`config.mk`:
```
export PLATFORM = sky130hd
export DESIGN_NAME = sram_arbiter
export DESIGN_NICKNAME = d
export VERILOG_FILES = /design/src/rtl/sram_arbiter_pkg.sv /design/src/rtl/sram_arbiter_pick.sv /design/src/rtl/sram_arbiter.sv
export SDC_FILE = /design/constraint.sdc
export NUM_CORES = 1
export LEC_CHECK = 0
export BUFFER_PORTS_ARGS = -buffer_cell sky130_fd_sc_hd__buf_2
export CAP_MARGIN = 20
export CORE_MARGIN = 3
export CORE_UTILIZATION = 44
export CTS_CLUSTER_DIAMETER = 60
export DETAILED_ROUTE_END_ITERATION = 8
export PLACE_DENSITY = 0.8
export SLEW_MARGIN = 30
export SYNTH_ARGS = -nofsm -noshare
export SYNTH_HDL_FRONTEND = slang
export SYNTH_SLANG_ARGS = --single-unit
export TNS_END_PERCENT = 1
```
`constraint.sdc`:
```
create_clock -name clk -period 2.7 [get_ports clk]
set_input_delay 0.54 -clock clk [delete_from_list [all_inputs] [get_ports clk]]
set_output_delay 0.54 -clock clk [all_outputs]
set_load 0.01 [all_outputs]
```
`src/rtl/sram_arbiter_pkg.sv`:
```
// Shared bus macros, FSM encodings, width codes and the alignment rule for sram_arbiter.
// Optional feature macro used by this slice: SRAM_ARB_RR_EN (round-robin arbitration).
`ifndef SRAM_ARBITER_DEFS
`define SRAM_ARBITER_DEFS
`define ADDR_BUS  31:0
`define DATA_BUS  31:0
`define ZERO_WORD 32'h0000_0000
`define FALSE     1'b0
`define TRUE      1'b1
`endif

package sram_arbiter_pkg;

    typedef enum logic [1:0] {
        ARB_IDLE   = 2'd0,
        ARB_ACCESS = 2'd1,
        ARB_DONE   = 2'd2
    } arb_state_e;

    localparam logic [3:0] WIDTH_BYTE = 4'h1;
    localparam logic [3:0] WIDTH_HALF = 4'h2;
    localparam logic [3:0] WIDTH_WORD = 4'h4;

    // Only naturally aligned byte/half/word accesses reach the bridge.
    function automatic logic access_ok(input logic [3:0] width, input logic [1:0] addr_lo);
        case (width)
            WIDTH_BYTE: access_ok = 1'b1;
            WIDTH_HALF: access_ok = (addr_lo[0] == 1'b0);
            WIDTH_WORD: access_ok = (addr_lo == 2'b00);
            default:    access_ok = 1'b0;
        endcase
    endfunction

endpackage

```
`src/rtl/sram_arbiter_pick.sv`:
```
// Combinational winner selection between the two requesters.
// SRAM_ARB_RR_EN selects round-robin tie breaking; otherwise port 0 has fixed priority.
module sram_arb_pick
    import sram_arbiter_pkg::*;
(
    input  logic req0,
    input  logic req1,
    input  logic ptr,
    output logic grant_valid,
    output logic grant_id
);

`ifdef SRAM_ARB_RR_EN
    always_comb begin
        grant_valid = req0 | req1;
        if (req0 && req1) begin
            grant_id = ptr;
        end else begin
            grant_id = req1;
        end
    end
`else
    logic unused_ptr;
    assign unused_ptr = ptr;

    always_comb begin
        grant_valid = req0 | req1;
        grant_id    = ~req0;
    end
`endif

endmodule

```
`src/rtl/sram_arbiter.sv`:
```
// Two-port arbiter and access sequencer in front of the load/store SRAM bridge.
// Define SRAM_ARB_RR_EN for round-robin arbitration (default: port 0 fixed priority).
module sram_arbiter
    import sram_arbiter_pkg::*;
#(
    parameter int unsigned WAIT_CYCLES = 2
) (
    input  logic             clk,
    input  logic             rst_n,
    input  logic             req0,
    input  logic             req1,
    input  logic             we0,
    input  logic             we1,
    input  logic [`ADDR_BUS] addr0,
    input  logic [`ADDR_BUS] addr1,
    input  logic [3:0]       width0,
    input  logic [3:0]       width1,
    input  logic [`DATA_BUS] wdata0,
    input  logic [`DATA_BUS] wdata1,
    output logic             ack0,
    output logic             ack1,
    output logic             err0,
    output logic             err1,
    output logic [`DATA_BUS] rdata,
    output logic             mem_ce,
    output logic             mem_we,
    output logic [`ADDR_BUS] mem_addr,
    output logic [3:0]       mem_width,
    output logic [`DATA_BUS] mem_wdata,
    input  logic [`DATA_BUS] mem_rdata
);

    localparam logic [3:0] CNT_LOAD = 4'(WAIT_CYCLES - 1);

    arb_state_e       state_q, state_d;
    logic [3:0]       cnt_q, cnt_d;
    logic             id_q, id_d;
    logic             ack0_q, ack0_d, ack1_q, ack1_d;
    logic             err0_q, err0_d, err1_q, err1_d;
    logic [`DATA_BUS] rdata_q, rdata_d;
    logic             mem_ce_q, mem_ce_d, mem_we_q, mem_we_d;
    logic [`ADDR_BUS] mem_addr_q, mem_addr_d;
    logic [3:0]       mem_width_q, mem_width_d;
    logic [`DATA_BUS] mem_wdata_q, mem_wdata_d;

    logic             ptr_sel;
    logic             grant_valid, grant_id;
    logic             sel_we;
    logic [`ADDR_BUS] sel_addr;
    logic [3:0]       sel_width;
    logic [`DATA_BUS] sel_wdata;

`ifdef SRAM_ARB_RR_EN
    logic ptr_q, ptr_d;
    assign ptr_sel = ptr_q;
`else
    assign ptr_sel = 1'b0;
`endif

    sram_arb_pick u_pick (
        .req0        (req0),
        .req1        (req1),
        .ptr         (ptr_sel),
        .grant_valid (grant_valid),
        .grant_id    (grant_id)
    );

    assign sel_we    = grant_id ? we1    : we0;
    assign sel_addr  = grant_id ? addr1  : addr0;
    assign sel_width = grant_id ? width1 : width0;
    assign sel_wdata = grant_id ? wdata1 : wdata0;

    always_comb begin
        state_d     = state_q;
        cnt_d       = cnt_q;
        id_d        = id_q;
        ack0_d      = `FALSE;
        ack1_d      = `FALSE;
        err0_d      = `FALSE;
        err1_d      = `FALSE;
        rdata_d     = rdata_q;
        mem_ce_d    = `FALSE;
        mem_we_d    = `FALSE;
        mem_wdata_d = `ZERO_WORD;
        mem_addr_d  = mem_addr_q;
        mem_width_d = mem_width_q;
`ifdef SRAM_ARB_RR_EN
        ptr_d       = ptr_q;
`endif
        case (state_q)
            ARB_IDLE: begin
                if (grant_valid) begin
                    id_d        = grant_id;
                    cnt_d       = CNT_LOAD;
                    mem_addr_d  = sel_addr;
                    mem_width_d = sel_width;
`ifdef SRAM_ARB_RR_EN
                    ptr_d       = ~grant_id;
`endif
                    if (access_ok(sel_width, sel_addr[1:0])) begin
                        state_d     = ARB_ACCESS;
                        mem_ce_d    = `TRUE;
                        mem_we_d    = sel_we;
                        mem_wdata_d = sel_wdata;
                    end else begin
                        // Rejected requests report straight away without touching the bridge.
                        state_d = ARB_DONE;
                        rdata_d = `ZERO_WORD;
                        ack0_d  = ~grant_id;
                        ack1_d  = grant_id;
                        err0_d  = ~grant_id;
                        err1_d  = grant_id;
                    end
                end
            end
            ARB_ACCESS: begin
                if (cnt_q == 4'd0) begin
                    state_d = ARB_DONE;
                    rdata_d = mem_we_q ? `ZERO_WORD : mem_rdata;
                    ack0_d  = ~id_q;
                    ack1_d  = id_q;
                end else begin
                    cnt_d       = cnt_q - 4'd1;
                    mem_ce_d    = `TRUE;
                    mem_we_d    = mem_we_q;
                    mem_wdata_d = mem_wdata_q;
                end
            end
            ARB_DONE: state_d = ARB_IDLE;
            default:  state_d = ARB_IDLE;
        endcase
    end

    always_ff @(posedge clk or negedge rst_n) begin
        if (!rst_n) begin
            state_q     <= ARB_IDLE;
            cnt_q       <= 4'd0;
            id_q        <= 1'b0;
            ack0_q      <= 1'b0;
            ack1_q      <= 1'b0;
            err0_q      <= 1'b0;
            err1_q      <= 1'b0;
            rdata_q     <= `ZERO_WORD;
            mem_ce_q    <= 1'b0;
            mem_we_q    <= 1'b0;
            mem_addr_q  <= '0;
            mem_width_q <= 4'd0;
            mem_wdata_q <= `ZERO_WORD;
`ifdef SRAM_ARB_RR_EN
            ptr_q       <= 1'b0;
`endif
        end else begin
            state_q     <= state_d;
            cnt_q       <= cnt_d;
            id_q        <= id_d;
            ack0_q      <= ack0_d;
            ack1_q      <= ack1_d;
            err0_q      <= err0_d;
            err1_q      <= err1_d;
            rdata_q     <= rdata_d;
            mem_ce_q    <= mem_ce_d;
            mem_we_q    <= mem_we_d;
            mem_addr_q  <= mem_addr_d;
            mem_width_q <= mem_width_d;
            mem_wdata_q <= mem_wdata_d;
`ifdef SRAM_ARB_RR_EN
            ptr_q       <= ptr_d;
`endif
        end
    end

    assign ack0      = ack0_q;
    assign ack1      = ack1_q;
    assign err0      = err0_q;
    assign err1      = err1_q;
    assign rdata     = rdata_q;
    assign mem_ce    = mem_ce_q;
    assign mem_we    = mem_we_q;
    assign mem_addr  = mem_addr_q;
    assign mem_width = mem_width_q;
    assign mem_wdata = mem_wdata_q;

endmodule

```
# Yosys cells after proc, flatten, opt, wreduce, memory -nomap -nowiden
# Index checks and enable logic that the tools add are counted.
# classes
addsub,1
n_eq_ne,8
mux,41
bitwise_logic,4
reduce_logical,8
# ops
cell,n
$mux W32,9
$pmux W32 S2,2
$mux W1,17
$mux W4,3
$ne A2 B2 Y1 const B,4
$pmux W1 S2,4
$pmux W4 S2,1
$mux W2,3
$eq A4 B1 Y1 const B,1
$eq A4 B2 Y1 const B,1
$eq A4 B3 Y1 const B,1
$logic_not A2 Y1,2
$logic_not A4 Y1,1
$pmux W2 S2,1
$reduce_and A2 Y1,2
$reduce_and A4 Y1,1
$sub A4 B1 Y4 const B,1
$not A1 Y1,3
$pmux W1 S3,1
$reduce_and A3 Y1,1
$eq A2 B1 Y1 const B,1
$reduce_bool A2 Y1,1
$or A1 B1 Y1,1
# totals
reg_bits,113
input_bits,174
out_inout_bits,106
wordCells,75

# Depth between registers and ports, before layout
# Gate-level depths: netlist of run 1.
# depth
depth_word,8
ltp_mapped,8
ltp_nobuf,7

# Hierarchy
# Synthesis of run 1 repeated with hierarchy kept, for this count alone.
# hier_totals
cells_unflattened,445
hier_area_um2,5087.4
# by_module_without_submodules
module,n_inst,cells_each,area_per_inst_um2,seq_area_each_um2
sram_arbiter,1,443,5077.4,2827.7
sram_arb_pick,1,2,10.0,0.0

# Worst setup path before layout of run 1
# Ideal clock, no wire load.
# synth_path
kind,register to register
startpoint,reg cnt_q[0]
endpoint,reg rdata_q[10] (netlist: rdata[10])
setup_ps,121
arrival_time_ps,1741
t_required_ps,2579
path_slack_ps,838
stages_incl_launch_ff,8
n_path_buf,1
period_less_slack_ps,1862
cell_sequence,dfrtp_1 -> inv_1 -> ha_1 -> nor3b_2 -> nand3b_1 -> a221o_2 -> buf_6 -> a22o_1
# synth_via
elab_chain_len,3
# synth_rtl
element,line,text
"start, declared",sram_arbiter.sv:36,"logic [3:0] cnt_q, cnt_d;"
"start signal, assigned",sram_arbiter.sv:154,cnt_q <= cnt_d;
$logic_not A4 Y1,sram_arbiter.sv:117,if (cnt_q == 4'd0) begin
$ne A2 B2 Y1 (no source line),-,
$reduce_and A4 Y1 (no source line),-,
"end signal, assigned",sram_arbiter.sv:143,rdata_q <= `ZERO_WORD;
"end signal, assigned",sram_arbiter.sv:160,rdata_q <= rdata_d;
"end, declared",sram_arbiter.sv:40,"logic [`DATA_BUS] rdata_q, rdata_d;"
# No other way between the ends.
# A chain may end at the register's enable or synchronous reset.

# Final worst setup path of run 1
# layout_path
startpoint,reg cnt_q[0]
endpoint,reg rdata_q[1] (netlist: rdata[1])
# Same word-level chain as after synthesis.

==> summary.txt, run 1 <==
Post-synthesis instance total: 444
Buffers inserted by post-CTS timing repair: 0
Top post-synthesis cells by area: sky130_fd_sc_hd__dfrtp_1 (57%), sky130_fd_sc_hd__mux2i_1 (14%), sky130_fd_sc_hd__nand2_1 (5.7%)
Number of flops mapped to enable cells by yosys: 0
Average vias per placed instance: 5.110
Total Neg Setup Slack: 0 ns
Number of antenna-violating nets in the routed design: 0
Pins Over Slew Limit: 0
Count of input and output buffers: 279
Launching element type of the critical path: register
Syn Area/Cell: 11.16 um2
Worst Path Arrival: 2.52 ns
Multiplexer share of the synthesized area: 13.96%
Xor/xnor cell area share of the yosys netlist: 0.3534%
Worst-Skew Late Latency: 0.40 ns
Number of register bits inferred by synthesis: 113
Finish-stage setup viols: 0
Category of the critical setup timing path: register to register
Clk Tree Root Cell: sky130_fd_sc_hd__clkbuf_16
Area Overhead vs Synth: 41.07%
Final critical path time including I/O delays and setup: 2.244 ns
Num CTS Buffers: 17
Fillers: 908
Placeable core area: 10940 um2
Number of standard cells in the final layout excluding fillers: 872
Peak clock frequency supported by timing: 445.6 MHz
Proportion of synthesized chip area in sequential cells: 57.04%
Worst clock skew on the final layout: 0.008886 ns
Static leakage: 3.888 nW
Total Routed Length: 13780 um
Maximum number of pins on one net before global-route repair: 73
Area enclosed by the die boundary: 12580 um2
Worst R2R End: rdata[1]$_DFFE_PN0P_
Post-CTS resize count: 0
Top FF cell, synth: sky130_fd_sc_hd__dfrtp_1
Crit end category: register
Maximum clock insertion buffer count: 2
Critical path peak fanout: 33
Internal reg-to-reg setup slack: 0.46 ns
Antenna violations before repair: 3
Arithmetic-cell share of the synthesized area counting full adders, half adders and majority gates: 0.5048%
Global routing usage summed across all routing layers: 21.95%
Die width: 112.1 um
VDD IR max: 500.9 uV
Wire length of the first global-routing pass: 22180 um
Post-detail-place hpwl: 10490 um
Share of the cycle needed by the critical path after routing: 83.11%
Clock transition at the registers of the reported paths: 0.05 ns
Worst-path cell chain: inv_1 -> ha_1 -> nor3b_2 -> nand3b_1 -> a221o_2 -> a22o_1
Gp weighted congestion: 0.8425
Delay of the slowest cell on the worst path: 0.69 ns
FFs w/ async S/R, synth: 100.0%
Number of vias after detailed routing: 4456
Max stage delay cell, worst path: sky130_fd_sc_hd__a221o_2
Count of hold-fix buffers inserted at cts: 0
Transition at the pin with the smallest max-transition slack: 0.8090 ns
Share of synthesized cell area in and, or, nand and nor gates: 9.389%
Synth warn: 0
Relative slew margins: 46.06%
Boundary pin count: 280
Setup repair after global routing missed its margin: false
Timing startpoint of the critical path: cnt_q[0]$_DFFE_PN0P_
Main combinational cell family by area after synthesis: compound AO/OA/AOI/OAI gates
Number of nets in the finished design: 896
Data required time at the worst endpoint: 2.98 ns
Synthesized netlist net count: 620
Cells on worst reg2reg path: 6
Number of detailed-route iterations in the first pass: 4
Number of sinks on the clock net: 113
DRC viols: 0
Final Hold Vio Count: 0
Cell area after placement: 6461 um2
Cell area after layout: 6993 um2
Height of the die: 112.1 um
Compound-gate portion of the synthesized area: 15.19%
Cell count after placement: 841
Dominant cell type by area after synthesis: sky130_fd_sc_hd__dfrtp_1
Overflow after GRT: 0
Initial Util: 45.33%
Mapped cell area: 4957 um2
First-iteration detailed-routing DRC count: 310
H-tree level count: 4
Power density of the placed cells: 817.8 nW/um2
Vias in the first global route: 4551
Fraction of synthesized cell area taken by the top area cell type: 57.04%
CTS tree: yes
WL/cell: 15.80 um
Status: completed
Row count: 38
Number of maximum-capacitance violations: 0
Count of unique library cells instantiated by Yosys: 38
Min-Delay Path Class: input pin to asynchronous set/reset pin
Share of post-route cells with drive strength above 1: 43.97%
Start of the worst register-to-register path: cnt_q[0]$_DFFE_PN0P_
cell type report:
cell class              count  area (um2)  share of cell area (%)
repair buffers            286        1466                   20.97
multi-input cells         297        1973                   28.22
diodes                      2       5.005                 0.07157
inverters                   5       18.77                  0.2684
clock inverters             7       62.56                  0.8946
flip-flops and latches    113        2828                   40.44
well taps                 140       175.2                   2.505
clock buffers              22       464.2                   6.638
Yosys cell counts, drive strengths merged, types with 2 or more instances:
cell / n
or2: 2
clkbuf: 15
nand2: 76
a22o: 32
o22ai: 3
buf: 14
inv: 5
a21oi: 4
nand3: 2
o21ai: 71
nand3b: 2
mux2i: 68
nor3b: 3
nor3: 7
ha: 2
nor2: 10
dfrtp: 113
report_power, final:
group | switching [mW] | internal, mW
registers | 0.192 | 2.05
logic | 0.920 | 0.571
clock network | 0.705 | 1.29
total | 1.82 | 3.90
stage by stage:
step           utilization [%]  power (mW)  worst slack (ns)  hold WS [ns]
2_1_floorplan                -       3.095            0.8385        0.2444
3_3_place_gp             59.08       3.702            0.4697        0.4520
3_5_place_dp             59.08       3.766            0.2980        0.4654
4_1_cts                  63.90       5.778            0.4382       0.08418
5_1_grt                  63.95       6.062            0.2569       0.09499
6_report                 63.95       5.719            0.4559       0.08100
cell families (layout without fill, tap and decap cells):
| logic type | Yosys count | after routing |
|---|---|---|
| AO/OA/AOI/OAI | 118 | 118 |
| flip-flops | 113 | 113 |
| AND/OR/NAND/NOR | 106 | 106 |
| multiplexers | 69 | 69 |
| buffers and inverters | 34 | 320 |
| adder cells (fa/ha/maj) | 2 | 2 |
| XOR/XNOR | 2 | 2 |
| other | 0 | 2 |
critical path: cells and delay by family (launching register included):
kind / cells / cell delay, ns
AO/OA/AOI/OAI: 2 / 0.97
AND/OR/NAND/NOR: 2 / 0.50
flip-flops: 1 / 0.40
adder cells (fa/ha/maj): 1 / 0.15
buffers and inverters: 1 / 0.09
sequential cells by signal (all words and copies together) (netlist names):
register	cells
mem_we	1
err0	1
mem_width	4
err1	1
ack0	1
cnt_q	4
rdata	32
ack1	1
state_q	2
mem_addr	32
mem_ce	1
id_q	1
mem_wdata	32
layout by cell type (no fill, tap or decap), drive strengths merged, types with 2 or more instances in the layout:
cell type and count:
a21oi 4, a22o 32, buf 286, clkbuf 22, clkinv 5, dfrtp 113, diode 2, ha 2
inv 5, mux2i 68, nand2 76, nand3 2, nand3b 2, nor2 10, nor3 7, nor3b 3
o21ai 71, o22ai 3, or2 2
per-layer routing:
metal | GRT usage (%) | vias up | share of wire, %
li1 | - | 2134 | -
met1 | 26.25 | 2077 | 39
met2 | 37.35 | 223 | 50
met3 | 7.493 | 20 | 9.4
met4 | 7.131 | 2 | 1.9
met5 | 0 | - | 0.15
worst max-delay path by stage:
| stage | end | cells after the start | slack (ns) |
|---|---|---|---|
| 2_1_floorplan | rdata[10]$_DFFE_PN0P_ | 7 | 0.84 |
| 3_3_place_gp | rdata[31]$_DFFE_PN0P_ | 6 | 0.47 |
| 3_5_place_dp | mem_wdata[2]$_DFFE_PN0P_ | 6 | 0.30 |
| 4_1_cts | rdata[2]$_DFFE_PN0P_ | 6 | 0.44 |
| 5_1_grt | rdata[25]$_DFFE_PN0P_ | 6 | 0.26 |
| 6_report | rdata[1]$_DFFE_PN0P_ | 6 | 0.46 |
No activity file was read; power rests on OpenSTA's default activity.
==> inputs of run 2 (changes only) <==
--- a/config.mk
+++ b/config.mk
@@ -8,10 +8,10 @@
 export BUFFER_PORTS_ARGS = -buffer_cell sky130_fd_sc_hd__buf_2
 export CAP_MARGIN = 20
 export CORE_MARGIN = 3
-export CORE_UTILIZATION = 44
+export CORE_UTILIZATION = 40
 export CTS_CLUSTER_DIAMETER = 60
 export DETAILED_ROUTE_END_ITERATION = 8
-export PLACE_DENSITY = 0.8
+export PLACE_DENSITY = 0.77
 export SLEW_MARGIN = 30
 export SYNTH_ARGS = -nofsm -noshare
 export SYNTH_HDL_FRONTEND = slang
==> constraint.sdc (replaced) <==
create_clock -name clk -period 1.9 [get_ports clk]
set_input_delay 0.38 -clock clk [delete_from_list [all_inputs] [get_ports clk]]
set_output_delay 0.38 -clock clk [all_outputs]
set_load 0.01 [all_outputs]
==> run 2 against run 1 <==
Flip-flop and latch count unchanged. Clock-buffer cell count did not move. Worst hold slack improved by 0.12 ns. Clock power up 49%. Global-route usage fell by 1.4 points. Worst setup slack got worse by 0.36 ns. Cell count rose by 4.8%. First-iteration DRC count shrank 28%. Sequential power increased by 42%. Non-clock buffer count increased by 12. Critical path type unchanged. Largest cell class unchanged.
==> summary.txt, run 2 (same netlist as run 1, synthesis figures left out) <==
Num CTS Buffers: 17 (unchanged)
Boundary pin count: 280 (unchanged)
Worst-path cell chain: inv_2 -> ha_1 -> nor3b_4 -> nand3b_1 -> a221o_2 -> buf_12 -> a22o_1
Worst-Skew Late Latency: 0.41 ns (about the same)
Worst Path Arrival: 2.09 ns (-0.43 ns)
Start of the worst register-to-register path: cnt_q[1]$_DFFE_PN0P_
VDD IR max: 599.6 uV (+20%)
Launching element type of the critical path: register
Clock transition at the registers of the reported paths: 0.05 ns (about the same)
Number of antenna-violating nets in the routed design: 0 (unchanged)
Util after Layout: 60.01% (-3.9 points)
Gp weighted congestion: 0.8684 (+3.1%)
Critical path peak fanout: 33 (unchanged)
Die width: 117.3 um (+4.6%)
Pins Over Slew Limit: 0 (unchanged)
M1 GR Usage: 23.62% (-2.6 points)
CTS tree: yes
Number of detailed-route iterations in the first pass: 4 (unchanged)
Placeable core area: 12060 um2 (+10%)
Area enclosed by the die boundary: 13770 um2 (+9.5%)
H-tree level count: 4 (unchanged)
Initial Util: 41.10% (-4.2 points)
Height of the die: 117.3 um (+4.6%)
Max stage delay cell, worst path: sky130_fd_sc_hd__dfrtp_1
First-iteration detailed-routing DRC count: 224 (-28%)
Timing startpoint of the critical path: cnt_q[1]$_DFFE_PN0P_
Min-Delay Path Class: input pin to register
Area Overhead vs Synth: 46.01%
Power density of the placed cells: 1162 nW/um2 (+42%)
Share of post-route cells with drive strength above 1: 45.50% (+1.5 points)
Global routing usage summed across all routing layers: 20.54% (-1.4 points)
Share of the cycle needed by the critical path after routing: 95.08% (+12 points)
Maximum number of pins on one net before global-route repair: 60 (-18%)
Total Neg Setup Slack: 0 ns (unchanged)
Static leakage: 3.973 nW (+2.2%)
Number of vias after detailed routing: 4605 (+3.3%)
DRC viols: 0 (unchanged)
Cell count after placement: 879 (+4.5%)
Category of the critical setup timing path: register to register
Post-detail-place hpwl: 10620 um (+1.3%)
Clk Tree Root Cell: sky130_fd_sc_hd__clkbuf_16
Worst clock skew on the final layout: 0.007851 ns (-0.001034 ns)
Crit end category: register
Final critical path time including I/O delays and setup: 1.807 ns (-0.4375 ns)
Final Total Pwr: 8.409 mW (+47%)
Number of maximum-capacitance violations: 0 (unchanged)
Relative slew margins: 65.14% (+19 points)
WL/cell: 15.32 um (-3.0%)
Average vias per placed instance: 5.038 (-1.4%)
Wire length of the first global-routing pass: 22880 um (+3.1%)
Count of input and output buffers: 279 (unchanged)
Status: completed
Setup repair after global routing missed its margin: true
Highest-count cells in the layout ignoring fill and taps: sky130_fd_sc_hd__buf_2 (277), sky130_fd_sc_hd__dfrtp_1 (113), sky130_fd_sc_hd__nand2_1 (75), sky130_fd_sc_hd__mux2i_1 (68), sky130_fd_sc_hd__o21ai_0 (43)
Maximum clock insertion buffer count: 2 (unchanged)
Number of standard cells in the final layout excluding fillers: 914 (+4.8%)
Vias in the first global route: 4698 (+3.2%)
Overflow after GRT: 0 (unchanged)
Number of sinks on the clock net: 113 (unchanged)
Number of nets in the finished design: 908 (+1.3%)
Final Hold Vio Count: 0 (unchanged)
Finish-stage setup viols: 0 (unchanged)
Met3 usage in global routing: 7.377% (-0.12 points)
Data required time at the worst endpoint: 2.19 ns (-0.79 ns)
Most frequent standard cell in the layout excluding fill and tap cells: sky130_fd_sc_hd__buf_2
Transition at the pin with the smallest max-transition slack: 0.5230 ns (-0.2861 ns)
Total Routed Length: 14010 um (+1.6%)
Hold wc startpoint: mem_rdata[15]
Delay of the slowest cell on the worst path: 0.40 ns (-0.29 ns)
Antenna violations before repair: 1 (-2)
Peak clock frequency supported by timing: 553.5 MHz (+24%)
GRT busiest layer: met2
Met2 track demand over resource in global routing: 35.48% (-1.9 points)
Row count: 40 (+5.3%)
==> run 2: cell types whose count changed in the layout (fill, tap and decap cells not counted), sizes merged <==
| cell | before | now |
|---|---|---|
| dlygate4sd3 | 0 | 1 |
| diode | 2 | 1 |
| clkinvlp | 1 | 4 |
| buf | 286 | 297 |
==> run 2: worst max-delay path: cells and delay by family (launching register included) <==
kind	cells	cell delay (ns)
fa+ha+maj	1	0.13
compound gates	2	0.60
flops	1	0.40
simple gates	2	0.31
buf+inv	2	0.25
==> run 2: path summary, 6_finish.rpt <==
| check | end | slack [ns] | cells past startpoint |
|---|---|---|---|
| hold / removal | rdata[15]$_DFFE_PN0P_ | 0.20 | 2 |
| max in group asynchronous | mem_addr[21]$_DFFE_PN0P_ | 0.91 | 3 |
| setup / recovery | rdata[19]$_DFFE_PN0P_ | 0.09 | 7 |
| setup reg to reg | rdata[19]$_DFFE_PN0P_ | 0.09 | 7 |
| min in group asynchronous | rdata[26]$_DFFE_PN0P_ | 0.42 | 2 |
| hold reg to reg | ack0$_DFF_PN0_ | 0.46 | 1 |
==> run 2: metal layers <==
layer | routed length, um | part of all wire [%]
met1 | 5490 | 39
met2 | 7108 | 51
met3 | 1130 | 8.1
met4 | 276 | 2.0
met5 | 0 | 0
==> run 2: cell type report <==
class | instances | area [um2]
fillers | 1012 | 4823
flip-flops and latches | 113 | 2828
multi-input cells | 297 | 1986
repair buffers | 298 | 1634
clock buffers | 22 | 474.2
well taps | 168 | 210.2
clock inverters | 10 | 85.08
inverters | 5 | 18.77
diodes | 1 | 2.502
==> run 2: timing repair <==
| item | CTS | global route |
|---|---|---|
| hold buffers | 1 | 0 |
| buffers inserted | 0 | 1 |
| setup endpoints to repair | 0 | 33 |
| resized for setup | 0 | 4 |
| hold endpoints to repair | 20 | 0 |
==> run 2: per-stage QoR <==
step                hold WS (ns)  area (um2)  setup slack (ns)
floorplan                0.08441        4957           0.03847
global placement          0.2943        6646           0.04252
detailed placement        0.2965        6646          -0.02909
CTS                       0.1793        7216           0.02162
global route              0.1818        7238          0.005688
finish                    0.1990        7238           0.09340
==> run 2: power breakdown <==
group / leakage [nW] / switching, mW / total, mW / internal (mW)
logic: 2.20 / 1.33 / 2.26 / 0.936
registers: 1.50 / 0.272 / 3.18 / 2.91
clock network: 0.268 / 1.08 / 2.97 / 1.89
==> inputs of run 3 (changes only) <==
--- a/config.mk
+++ b/config.mk
@@ -7,11 +7,13 @@
 export LEC_CHECK = 0
 export BUFFER_PORTS_ARGS = -buffer_cell sky130_fd_sc_hd__buf_2
 export CAP_MARGIN = 20
+export CELL_PAD_IN_SITES_DETAIL_PLACEMENT = 0
+export CELL_PAD_IN_SITES_GLOBAL_PLACEMENT = 1
 export CORE_MARGIN = 3
-export CORE_UTILIZATION = 40
+export CORE_UTILIZATION = 29
 export CTS_CLUSTER_DIAMETER = 60
 export DETAILED_ROUTE_END_ITERATION = 8
-export PLACE_DENSITY = 0.77
+export PLACE_DENSITY_LB_ADDON = 0.1
 export SLEW_MARGIN = 30
 export SYNTH_ARGS = -nofsm -noshare
 export SYNTH_HDL_FRONTEND = slang
==> run 3 against run 2 <==
Sequential power about the same. Register-to-register slack worse by 0.07 ns. Combinational power up 3%. Total power is 0.89% higher. Critical path depth did not move. Cell area is 1.4% higher. Largest cell class unchanged. Highest routed layer unchanged. Worst hold slack gained 0.0034 ns. First-iteration DRC count fell by 51%.
==> summary.txt, run 3 (same netlist as run 1, synthesis figures left out) <==
Number of sinks on the clock net: 113 (unchanged)
Util after Layout: 44.11% (-16 points)
H-tree level count: 4 (unchanged)
Relative slew margins: 44.64% (-20 points)
WL/cell: 14.76 um (-3.7%)
Clock transition at the registers of the reported paths: 0.05 ns (about the same)
Final critical path time including I/O delays and setup: 1.880 ns (+0.07351 ns)
Antenna violations before repair: 0 (-1)
Gp weighted congestion: 0.7414 (-15%)
Boundary pin count: 280 (unchanged)
Final Total Pwr: 8.484 mW (+0.89%)
Timing endpoint of the critical path: rdata[12]$_DFFE_PN0P_
Vias in the first global route: 4574 (-2.6%)
Largest delay share family, worst path: compound AO/OA/AOI/OAI gates
Hold path depth: 2 (unchanged)
Wire length of the first global-routing pass: 22580 um (-1.3%)
Delay of the slowest cell on the worst path: 0.41 ns (about the same)
Worst clock skew on the final layout: 0.007374 ns (-0.0004771 ns)
Min-Delay Path Class: input pin to register
Pins Over Slew Limit: 0 (unchanged)
Area enclosed by the die boundary: 18700 um2 (+36%)
Setup repair after global routing missed its margin: true
Static leakage: 4.013 nW (+1.0%)
Max stage delay cell, worst path: sky130_fd_sc_hd__a221o_2
Peak clock frequency supported by timing: 531.9 MHz (-3.9%)
Timing startpoint of the critical path: cnt_q[1]$_DFFE_PN0P_
Crit end category: register
Post-CTS resize count: 0 (unchanged)
Status: completed
Die width: 136.7 um (+17%)
Maximum clock insertion buffer count: 2 (unchanged)
Data required time at the worst endpoint: 2.18 ns (about the same)
Cells on worst reg2reg path: 7 (unchanged)
Worst-path cell chain: inv_1 -> ha_1 -> nor3b_2 -> nand3b_1 -> a221o_2 -> buf_12 -> a22o_1
Category of the critical setup timing path: register to register
Number of antenna-violating nets in the routed design: 0 (unchanged)
Number of vias after detailed routing: 4318 (-6.2%)
Height of the die: 136.7 um (+17%)
Number of standard cells in the final layout excluding fillers: 965 (+5.6%)
CTS tree: yes
Fillers: 1657 (+64%)
Cell area after layout: 7341 um2 (+1.4%)
VDD IR max: 649.2 uV (+8.3%)
Number of detailed-route iterations in the first pass: 4 (unchanged)
Worst path buffer plus inverter count: 2 (unchanged)
Start of the worst register-to-register path: cnt_q[1]$_DFFE_PN0P_
Ant diodes: 0 (-1)
Maximum number of pins on one net before global-route repair: 73 (+22%)
Count of input and output buffers: 279 (unchanged)
Share of the cycle needed by the critical path after routing: 98.95% (+3.9 points)
Power density of the placed cells: 1156 nW/um2 (-0.52%)
Launching element type of the critical path: register
Share of post-route cells with drive strength above 1: 45.23% (-0.27 points)
Worst R2R End: rdata[12]$_DFFE_PN0P_
Num CTS Buffers: 17 (unchanged)
DRC viols: 0 (unchanged)
First-iteration detailed-routing DRC count: 109 (-51%)
Placeable core area: 16640 um2 (+38%)
Buffers inserted by post-CTS timing repair: 0 (unchanged)
Number of nets in the finished design: 911 (+0.33%)
Final Hold Vio Count: 0 (unchanged)
Total Routed Length: 14240 um (+1.7%)
Multi-input logic area: 1973 um2 (-0.63%)
Cell count after placement: 935 (+6.4%)
Number of maximum-capacitance violations: 0 (unchanged)
Most frequent standard cell in the layout excluding fill and tap cells: sky130_fd_sc_hd__buf_2
Internal reg-to-reg setup slack: 0.02 ns (-0.07 ns)
Area taken by flip-flops and latches: 2828 um2 (unchanged)
Path length in cells of the critical path: 7 (unchanged)
Critical path peak fanout: 32 (-3.0%)
Initial Util: 29.79% (-11 points)
Worst-Skew Late Latency: 0.40 ns (about the same)
Area Overhead vs Synth: 48.08%
Transition at the pin with the smallest max-transition slack: 0.8304 ns (+0.3075 ns)
Highest-count cells in the layout ignoring fill and taps: sky130_fd_sc_hd__buf_2 (277), sky130_fd_sc_hd__dfrtp_1 (113), sky130_fd_sc_hd__nand2_1 (75), sky130_fd_sc_hd__mux2i_1 (68), sky130_fd_sc_hd__o21ai_0 (43)
Cell area after placement: 6766 um2 (+1.8%)
Finish-stage setup viols: 0 (unchanged)
Row count: 47 (+18%)
Average vias per placed instance: 4.475 (-11%)
Clk Tree Root Cell: sky130_fd_sc_hd__clkbuf_16
Post-detail-place hpwl: 10950 um (+3.1%)
Worst Path Arrival: 2.16 ns (+0.07 ns)
Overflow after GRT: 0 (unchanged)
Global routing usage summed across all routing layers: 15.48% (-5.1 points)
==> run 3: worst min path at each step <==
stage,startpoint,endpoint
2_1_floorplan,rst_n,ack0$_DFF_PN0_
3_3_place_gp,rst_n,rdata[6]$_DFFE_PN0P_
3_5_place_dp,rst_n,rdata[0]$_DFFE_PN0P_
4_1_cts,mem_rdata[25],rdata[25]$_DFFE_PN0P_
5_1_grt,mem_rdata[31],rdata[31]$_DFFE_PN0P_
6_report,mem_rdata[25],rdata[25]$_DFFE_PN0P_
==> run 3: area by class of cell <==
class                           instances  area share (%)
Clock buffer                           24           6.971
Multi-Input combinational cell        297           26.88
Sequential cell                       113           38.52
Inverter                                5          0.2557
Clock inverter                          5          0.7159
Timing Repair Buffer                  301           22.91
Tap cell                              220           3.750
==> run 3: repair_timing <==
item,CTS,global route
pin swaps,1,0
endpoints found under the setup margin,32,33
hold buffers,1,0
endpoints found under the hold margin,15,0
==> run 3: per-layer routing <==
metal | GRT usage [%] | wire length, um | vias to the layer above
li1 | - | - | 2156
met1 | 17.75 | 5637 | 1964
met2 | 26.42 | 7068 | 181
met3 | 5.699 | 1297 | 17
met4 | 5.655 | 240 | 0
met5 | 0 | 0 | -
==> run 3: power breakdown <==
part           internal, mW  leakage [nW]  total (mW)  switching (mW)
clock                  1.97         0.280        2.99            1.01
sequential             2.91          1.50        3.16           0.256
combinational         0.978          2.23        2.33            1.36
==> run 3: metrics by stage <==
step                      TNS, ns  setup slack [ns]  hold slack [ns]
final                           0           0.01989           0.2024
after global routing       -1.605          -0.07039           0.1795
after detailed placement  -0.3149          -0.02520           0.2921
after floorplan                 0           0.03847          0.08441
after global placement          0          0.006860           0.2872
after CTS                       0          0.001234           0.1822
